===== src/rtl/mdu_pkg.sv =====
// Shared definitions for the iterative multiply/divide unit: function codes,
// FSM state encoding and small decode helpers.
package mdu_pkg;

   localparam logic [1:0] FN_MULT  = 2'b00;
   localparam logic [1:0] FN_MULTU = 2'b01;
   localparam logic [1:0] FN_DIV   = 2'b10;
   localparam logic [1:0] FN_DIVU  = 2'b11;

   typedef enum logic [1:0] {IDLE, RUN, FIX} state_e;

   function automatic logic is_signed_op(input logic [1:0] fn);
      return ~fn[0];
   endfunction

   function automatic logic is_div_op(input logic [1:0] fn);
      return fn[1];
   endfunction

endpackage


===== src/rtl/mdu_iter_step.sv =====
// One iteration of shift-add multiply or restoring divide on the {acc, q} pair.
// m_i is the multiplier/divisor magnitude.
module mdu_iter_step #(
   parameter int unsigned WIDTH = 32
) (
   input  logic             is_div_i,
   input  logic [WIDTH-1:0] acc_i,
   input  logic [WIDTH-1:0] q_i,
   input  logic [WIDTH-1:0] m_i,
   output logic [WIDTH-1:0] acc_o,
   output logic [WIDTH-1:0] q_o
);

   logic [WIDTH:0]   sum;
   logic [WIDTH:0]   shifted;
   logic [WIDTH-1:0] diff;

   always_comb begin
      sum     = {1'b0, acc_i} + (q_i[0] ? {1'b0, m_i} : '0);
      shifted = {acc_i, q_i[WIDTH-1]};
      // Partial remainder is always below 2*m, so the difference fits in WIDTH bits.
      diff    = WIDTH'(shifted - {1'b0, m_i});
      if (is_div_i) begin
         if (shifted >= {1'b0, m_i}) begin
            acc_o = diff;
            q_o   = {q_i[WIDTH-2:0], 1'b1};
         end else begin
            acc_o = shifted[WIDTH-1:0];
            q_o   = {q_i[WIDTH-2:0], 1'b0};
         end
      end else begin
         acc_o = sum[WIDTH:1];
         q_o   = {sum[0], q_i[WIDTH-1:1]};
      end
   end

endmodule


===== src/rtl/mult_div_unit.sv =====
// Iterative MULT/MULTU/DIV/DIVU unit owning HI/LO: latch magnitudes, run WIDTH
// iterations, then apply sign correction and write HI/LO in a final FIX cycle.
module mult_div_unit
   import mdu_pkg::*;
#(
   parameter int unsigned WIDTH = 32
) (
   input  logic             clk,
   input  logic             rst_n,
   input  logic             start,
   input  logic [1:0]       Func,
   input  logic [WIDTH-1:0] In1,
   input  logic [WIDTH-1:0] In2,
   input  logic             flush,
   input  logic             hi_we,
   input  logic             lo_we,
   input  logic [WIDTH-1:0] wdata,
   output logic             busy,
   output logic             done,
   output logic             div_by_zero,
   output logic [WIDTH-1:0] HI,
   output logic [WIDTH-1:0] LO
);

   localparam int unsigned CNT_W = $clog2(WIDTH) + 1;
   localparam logic [CNT_W-1:0] LastIter = CNT_W'(WIDTH - 1);

   state_e           state_q;
   logic [CNT_W-1:0] cnt_q;
   logic             is_div_q;
   logic             neg_q;
   logic             rem_neg_q;
   logic [WIDTH-1:0] acc_q;
   logic [WIDTH-1:0] q_q;
   logic [WIDTH-1:0] m_q;
   logic [WIDTH-1:0] in1_q;
   logic             busy_q;
   logic             done_q;
   logic             dbz_q;
   logic [WIDTH-1:0] hi_q;
   logic [WIDTH-1:0] lo_q;

   logic             op_signed;
   logic [WIDTH-1:0] in1_mag;
   logic [WIDTH-1:0] in2_mag;
   logic [WIDTH-1:0] acc_d;
   logic [WIDTH-1:0] q_d;

   logic [2*WIDTH-1:0] prod_fix;
   logic [WIDTH-1:0]   res_hi;
   logic [WIDTH-1:0]   res_lo;
   logic               res_dbz;

   assign op_signed = is_signed_op(Func);
   assign in1_mag   = (op_signed && In1[WIDTH-1]) ? -In1 : In1;
   assign in2_mag   = (op_signed && In2[WIDTH-1]) ? -In2 : In2;

   mdu_iter_step #(
      .WIDTH(WIDTH)
   ) u_iter_step (
      .is_div_i(is_div_q),
      .acc_i   (acc_q),
      .q_i     (q_q),
      .m_i     (m_q),
      .acc_o   (acc_d),
      .q_o     (q_d)
   );

   always_comb begin
      prod_fix = neg_q ? -{acc_q, q_q} : {acc_q, q_q};
      res_hi   = prod_fix[2*WIDTH-1:WIDTH];
      res_lo   = prod_fix[WIDTH-1:0];
      res_dbz  = 1'b0;
      if (is_div_q) begin
         if (m_q == '0) begin
            res_hi  = in1_q;
            res_lo  = '1;
            res_dbz = 1'b1;
         end else begin
            res_hi = rem_neg_q ? -acc_q : acc_q;
            res_lo = neg_q ? -q_q : q_q;
         end
      end
   end

   always_ff @(posedge clk) begin
      if (!rst_n) begin
         state_q   <= IDLE;
         cnt_q     <= '0;
         is_div_q  <= 1'b0;
         neg_q     <= 1'b0;
         rem_neg_q <= 1'b0;
         acc_q     <= '0;
         q_q       <= '0;
         m_q       <= '0;
         in1_q     <= '0;
         busy_q    <= 1'b0;
         done_q    <= 1'b0;
         dbz_q     <= 1'b0;
         hi_q      <= '0;
         lo_q      <= '0;
      end else begin
         done_q <= 1'b0;
         case (state_q)
            IDLE: begin
               if (start && !flush) begin
                  state_q   <= RUN;
                  busy_q    <= 1'b1;
                  cnt_q     <= '0;
                  is_div_q  <= is_div_op(Func);
                  neg_q     <= op_signed & (In1[WIDTH-1] ^ In2[WIDTH-1]);
                  rem_neg_q <= op_signed & In1[WIDTH-1];
                  acc_q     <= '0;
                  q_q       <= in1_mag;
                  m_q       <= in2_mag;
                  in1_q     <= In1;
               end else if (!start) begin
                  if (hi_we) hi_q <= wdata;
                  if (lo_we) lo_q <= wdata;
               end
            end
            RUN: begin
               if (flush) begin
                  state_q <= IDLE;
                  busy_q  <= 1'b0;
               end else begin
                  acc_q <= acc_d;
                  q_q   <= q_d;
                  cnt_q <= cnt_q + CNT_W'(1);
                  if (cnt_q == LastIter) state_q <= FIX;
               end
            end
            FIX: begin
               state_q <= IDLE;
               busy_q  <= 1'b0;
               if (!flush) begin
                  hi_q   <= res_hi;
                  lo_q   <= res_lo;
                  dbz_q  <= res_dbz;
                  done_q <= 1'b1;
               end
            end
            default: begin
               state_q <= IDLE;
               busy_q  <= 1'b0;
            end
         endcase
      end
   end

   assign busy        = busy_q;
   assign done        = done_q;
   assign div_by_zero = dbz_q;
   assign HI          = hi_q;
   assign LO          = lo_q;

endmodule


===== config.mk =====
export PLATFORM = sky130hd
export DESIGN_NAME = mult_div_unit
export DESIGN_NICKNAME = d
export VERILOG_FILES = /design/src/rtl/mdu_pkg.sv /design/src/rtl/mdu_iter_step.sv /design/src/rtl/mult_div_unit.sv
export SDC_FILE = /design/constraint.sdc
export NUM_CORES = 1
export LEC_CHECK = 0
export CORE_MARGIN = 4
export CORE_UTILIZATION = 40
export DETAILED_ROUTE_END_ITERATION = 6
export PLACE_DENSITY = 0.61
export SLEW_MARGIN = 20
export SYNTH_ARGS = -nofsm -noshare
export SYNTH_HDL_FRONTEND = slang
export SYNTH_SLANG_ARGS = --single-unit

===== constraint.sdc =====
create_clock -name clk -period 4.4 [get_ports clk]
set_clock_uncertainty 0.15 [all_clocks]
set_input_delay 1.1 -clock clk [delete_from_list [all_inputs] [get_ports clk]]
set_output_delay 1.1 -clock clk [all_outputs]
set_load 0.01 [all_outputs]

# [After elaboration in Yosys (flattened, before gate mapping)]
# Index checks and enable logic that the tools add are counted.
[totals] ff_bits=206 input_bits=104 wordCells=99
[op_classes] add_sub_neg=8 magnitude_cmp=1 eq_ne=12 muxes=43 bitwise_logic=5 n_reduce_logical=16
[ops] cell="2-to-1 mux 32 bit" n=24
[ops] cell="case mux 32 bit (2 select lines)" n=4
[ops] cell="negator 32 bit" n=4
[ops] cell="2-to-1 mux 64 bit" n=1
[ops] cell="negator 64 bit" n=1
[ops] cell="adder 32 x 32 -> 33 bit" n=1
[ops] cell="greater-or-equal comparator 33 x 32 -> 1 bit" n=1
[ops] cell="logical NOT 32 bit" n=1
[ops] cell="subtractor 32 bit" n=1
[ops] cell="!= test 2 bit (second input constant)" n=8
[ops] cell="2-to-1 mux 6 bit" n=2
[ops] cell="case mux 6 bit (2 select lines)" n=1
[ops] cell="AND reduction 2 bit" n=5
[ops] cell="AND reduction 5 bit" n=2
[ops] cell="adder 6 x 1 -> 6 bit (second input constant)" n=1
[ops] cell="equality test 6 x 5 -> 1 bit (second input constant)" n=1
[ops] cell="2-to-1 mux 1 bit" n=6
[ops] cell="2-to-1 mux 2 bit" n=3
[ops] cell="case mux 2 bit (2 select lines)" n=1
[ops] cell="nonzero test 2 bit" n=2
[ops] cell="logical AND 1 bit" n=3
[ops] cell="!= test 3 bit (second input constant)" n=1
[ops] cell="AND reduction 3 bit" n=1
[ops] cell="AND 1 bit" n=2
[ops] cell="7 further kinds" n=8

# [Logic depth before layout (Yosys ltp)]
[logic_depth] word_depth=6 ltp_mapped=15 ltp_nobuf=13

# [Modules after synthesis]
# Synthesis repeated with hierarchy kept, for this count alone.
[unflattened] hier_cells=2337 area_unflattened_um2=17073.9
[modules_own_cells] module="mult_div_unit" n_inst=1 cells_per_inst=1634 area_each_um2=12359.4 seq_area_each_um2=4124.0
[modules_own_cells] module="mdu_iter_step" n_inst=1 cells_per_inst=703 area_each_um2=4714.5 seq_area_each_um2=0.0

# [Least setup slack after synthesis]
# No wires, ideal clock.
[synth_path] kind="input-to-reg" start="input In1[0]" end="register q_q[29]" setup_ns=0.128 t_arrival_ns=3.372 t_required_ns=4.122 slack_ns=0.751 cell_stages=9 path_buffers=0 cell_sequence="or4_1 nor4_1 nor4b_2 nand2_1 nor3b_1 a21oi_1 xor2_1 a221oi_1 nor2_1"
[synth_via] elab_chain_cells=4
[synth_rtl] element="start: declaration" line="mult_div_unit.sv:12" text="input logic [WIDTH-1:0] In1,"
[synth_rtl] element="negator 32 bit" line="mult_div_unit.sv:55" text="assign in1_mag = (op_signed && In1[WIDTH-1]) ? -In1 : In1;"
[synth_rtl] element="2-to-1 mux 32 bit" line="mult_div_unit.sv:55"
[synth_rtl] element="2-to-1 mux 32 bit" line="mult_div_unit.sv:106" text="if (start && !flush) begin"
[synth_rtl] element="case mux 32 bit (2 select lines)" line="mult_div_unit.sv:104" text="case (state_q)"
[synth_rtl] element="end signal: assignment" line="mult_div_unit.sv:114" text="q_q <= in1_mag;"
[synth_rtl] element="end signal: assignment" line="mult_div_unit.sv:128" text="q_q <= q_d;"
[synth_rtl] element="end: declaration" line="mult_div_unit.sv:34" text="logic [WIDTH-1:0] q_q;"
# Every way passes these cells. The select of a mux whose other input is x is not followed.
# A chain may end at the register's enable or synchronous reset.

# [Worst setup path after layout]
[layout_path] start="register q_q[31]" end="register acc_q[24]"
[layout_via] elab_chain_cells=5 elab_cells_between_ends=6
[layout_rtl] element="subtractor 32 bit or greater-or-equal comparator 33 x 32 -> 1 bit (tied branches)" line="mdu_iter_step.sv:22, mdu_iter_step.sv:24"
[layout_rtl] element="2-to-1 mux 32 bit *" line="mdu_iter_step.sv:24" text="if (shifted >= {1'b0, m_i}) begin"
[layout_rtl] element="2-to-1 mux 32 bit *" line="mdu_iter_step.sv:23" text="if (is_div_i) begin"
[layout_rtl] element="2-to-1 mux 32 bit *" line="mult_div_unit.sv:123" text="if (flush) begin"
[layout_rtl] element="case mux 32 bit (2 select lines) *" line="mult_div_unit.sv:104"
[layout_rtl] element="end signal: assignment" line="mult_div_unit.sv:93" text="acc_q <= '0;"
[layout_rtl] element="end signal: assignment" line="mult_div_unit.sv:113" text="acc_q <= '0;"
[layout_rtl] element="end signal: assignment" line="mult_div_unit.sv:127" text="acc_q <= acc_d;"
[layout_rtl] element="end: declaration" line="mult_div_unit.sv:33" text="logic [WIDTH-1:0] acc_q;"
# Mark *: on every way between the ends. The rest lies on a longest branch, timed or not. The select of a mux whose other input is x is not followed.

==> summary.txt <==
GRT
  • GRT Overall Usage: 28.01%
  • Largest net degree at the start of global routing: 98
  • Global-route wire length before repair: 97970 um
  • Total gr overflow: 0
  • Initial antenna violation count: 0
  • Vias in the first global route: 16230

Setup path
  • Startpoint type of the worst setup path: flop
  • Reg2reg end: acc_q[24]
  • CP arrival: 4.28 ns
  • R2r worst-path depth: 14
  • Critical Path RT: 4.69 ns
  • CP max FO: 5
  • Crit end category: flop
  • Worst R2R Start: q_q[31]
  • Setup slack, reg-to-reg: 0.40 ns
  • Setup CP Type: reg -> reg

Clock network
  • Clk Tree Root Cell: clkbuf_16
  • Htree depth: 1
  • Longest Clk Path Bufs: 3
  • CTS Sinks: 206
  • Clock Latency Late Sink: 0.56 ns
  • CTS tree: yes
  • Post-CTS sizing: 0
  • Hold_buf cts: 0
  • Post-CTS Setup Repair Bufs: 0
  • CTS buffer count: 25
  • Clock-pin slew of the registers on the worst-case setup and hold paths: 0.06 ns

Power
  • Leak: 7.330 nW
  • Part of the power in registers: 37.4%
  • Cell Pwr Density: 287.1 nW/um^2
  • Sw Share: 31.91%
  • Clock power share: 39.8%
  • Net Switching: 1.775 mW
  • VDD IR max: 0.2409 mV
  • Cell internal pwr: 3.787 mW
  • Comb pwr share: 22.8%

Yosys
  • Async SR Flop Fraction: 0%
  • Post-Synth Simple-Gate Area: 21.36%
  • Main combinational cell family by area after synthesis: compound AO/OA/AOI/OAI gates
  • Register area share after synthesis: 25.47%
  • Area fraction in compound gates after synthesis: 28.87%
  • Area leader, netlist: dfxtp_1
  • Syn avg cell area: 7.268 um^2
  • Post-Synthesis Cells: 2228
  • YS warnings: 0
  • Top_reg_cell synth: dfxtp_1
  • Count of different cell masters after synthesis: 84
  • Multiplexer share of the synthesized area: 2.550%
  • Synthesized area: 16190 um^2
  • Yosys reg bits: 206
  • Post-synth net total: 2403
  • Top post-synthesis cells by area: dfxtp_1 25%, a21oi_1 7.7%, nand2_1 7.0%
  • Synth top area share: 25.47%
  • Post-Synth XOR/XNOR Area: 10.49%
  • Adder-Cell Fraction of Synth Area: 5.579%
  • Post-synth EDFFs: 0

Cells and area
  • Layout overhead on the synthesized area: 19.63%
  • # nets final: 2503
  • # diodes: 0
  • Utilization after layout: 48.53%
  • Layout cells sized above 1: 6.902%

Detailed routing
  • Average wire per standard cell: 22.47 um
  • DRC Markers: 0
  • Vias/cell: 5.985
  • Antenna-violating nets left: 0
  • Drt first pass iters: 5
  • DR iter-0 viols: 1314
  • Via Count: 17190
  • Final WL: 64540 um

Job
  • Max Cap Viol: 0

STA
  • Max Slew Vio Count: 0
  • Slew @ Worst Pin: 1.077 ns
  • Relative max-transition margin: 28.18%
  • Final Hold Viols: 0
  • RSZ-0062 raised after global routing: false
  • Final Cycle Share: 90.82%
  • Fin crit period: 3.996 ns
  • Fmax: 0.2502 GHz
  • Final setup fails: 0
  • Post-Route Setup TNS: 0 ns

Min path
  • Hold Path End: HI[25]
  • Hold-critical path depth: 1
  • Hold Crit Class: reg -> reg
  • Hold Startpoint: HI[25]

Placement
  • Final estimated routing congestion in global placement: 0.9293
  • Post-DP HPWL: 50390 um
  • Port Buffers: 170

Die
  • Core area: 39910 um^2
  • IO Pins: 171
  • Starting Density: 40.57%
  • Die area: 43760 um^2
  • Die H: 209.2 um
  • # rows: 73
  • DIE WIDTH: 209.2 um

Run status
  • Outcome: finished clean
-- routing by layer --
layer  vias up  routed length, um  track usage [%]
li1       8266                  -                -
met1      8042              27790            37.36
met2       730              28820            45.28
met3       150               4405            3.408
met4         0               3523            12.96
met5         -                  0                0
-- synth_stat cells, types with 25 or more instances --
master	instances
a211oi_1	46
o21ai_0	162
clkbuf_1	146
nand2_1	303
xnor2_1	103
inv_1	62
o211ai_1	45
nor2_1	193
a21oi_1	248
ha_1	69
dfxtp_1	206
xor2_1	91
o221ai_1	37
nand3_1	37
or3_1	25
nor3_1	41
mux2i_1	39
-- cells by family (layout without fill, tap and decap cells) --
family                   Yosys count  in the layout
XOR/XNOR                         194            194
multiplexers                      41             41
AND/OR/NAND/NOR                  748            748
adder cells (fa/ha/maj)           71             71
AO/OA/AOI/OAI                    735            735
flip-flops                       206            206
buffers and inverters            233            352
-- power by group through the flow --
| stage | sequential (mW) | clock [mW] | combinational, mW |
|---|---|---|---|
| 3_3_place_gp | 2.12 | 0 | 1.24 |
| 4_1_cts | 2.08 | 2.24 | 1.26 |
| 3_5_place_dp | 2.12 | 0 | 1.25 |
| 6_report | 2.08 | 2.22 | 1.27 |
| 5_1_grt | 2.09 | 2.31 | 1.37 |
| 2_1_floorplan | 2.06 | 0 | 0.772 |
-- how the worst max path moves through the flow --
stage          cells past startpoint  slack, ns     from   endpoint
2_1_floorplan                      9       0.75   In1[0]    q_q[29]
3_3_place_gp                      10       0.11   In1[0]    q_q[29]
3_5_place_dp                      10       0.11   In1[0]    q_q[29]
4_1_cts                           13       0.51  q_q[31]  acc_q[28]
5_1_grt                           13       0.24  q_q[31]  acc_q[28]
6_report                          14       0.40  q_q[31]  acc_q[24]
-- layout make-up --
class	instances	area, um^2
Clock buffer	38	795.8
Sequential cell	206	4129
Multi-Input combinational cell	1789	11190
Inverter	64	242.7
Fill cell	3974	20540
Clock inverter	8	91.34
Tap cell	525	656.9
Timing Repair Buffer	242	2267
-- flip-flops by register name, summed over array words and instances, names as in the netlist --
| signal | cells |
|---|---|
| HI | 32 |
| LO | 32 |
| acc_q | 32 |
| in1_q | 32 |
| m_q | 32 |
| q_q | 32 |
| cnt_q | 6 |
| state_q | 2 |
| busy | 1 |
| div_by_zero | 1 |
| done | 1 |
| is_div_q | 1 |
| neg_q | 1 |
| rem_neg_q | 1 |
-- cells in the final DEF, fill, tap and decap left out, types with 26 or more instances in the layout --
cell type,n
nand2_1,303
a21oi_1,248
dfxtp_1,204
nor2_1,191
clkdlybuf4s50_1,170
o21ai_0,161
xnor2_1,103
xor2_1,91
buf_4,70
ha_1,69
inv_1,62
a211oi_1,46
o211ai_1,45
nor3_1,41
mux2i_1,39
nand3_1,37
o221ai_1,37
clkbuf_16,26
-- through the flow --
| step | cells | hold slack (ns) | setup WS (ns) | total power [mW] | cell area, um^2 |
|---|---|---|---|---|---|
| 2_1_floorplan | 2228 | 0.2832 | 0.7505 | 2.836 | 16190 |
| 3_3_place_gp | 2826 | 0.2901 | 0.1145 | 3.355 | 18480 |
| 3_5_place_dp | 2826 | 0.2884 | 0.1066 | 3.370 | 18480 |
| 4_1_cts | 2872 | 0.3020 | 0.5103 | 5.575 | 19370 |
| 5_1_grt | 2872 | 0.3191 | 0.2351 | 5.774 | 19370 |
| 6_report | 2872 | 0.2981 | 0.4037 | 5.561 | 19370 |
-- critical path, cell delays in order (launching register included) --
cell and delay [ns]:
dfxtp_1 0.38, inv_1 0.16, ha_1 0.19, inv_1 0.06, fa_1 0.41, a21o_1 0.21
a221oi_1 0.49, nor2_1 0.10, o41ai_1 0.37, buf_4 0.19, o22ai_1 0.10, a211oi_1 0.40
o31ai_1 0.11, a22o_1 0.21, a221o_1 0.33
(Power assumes the default switching activity.)
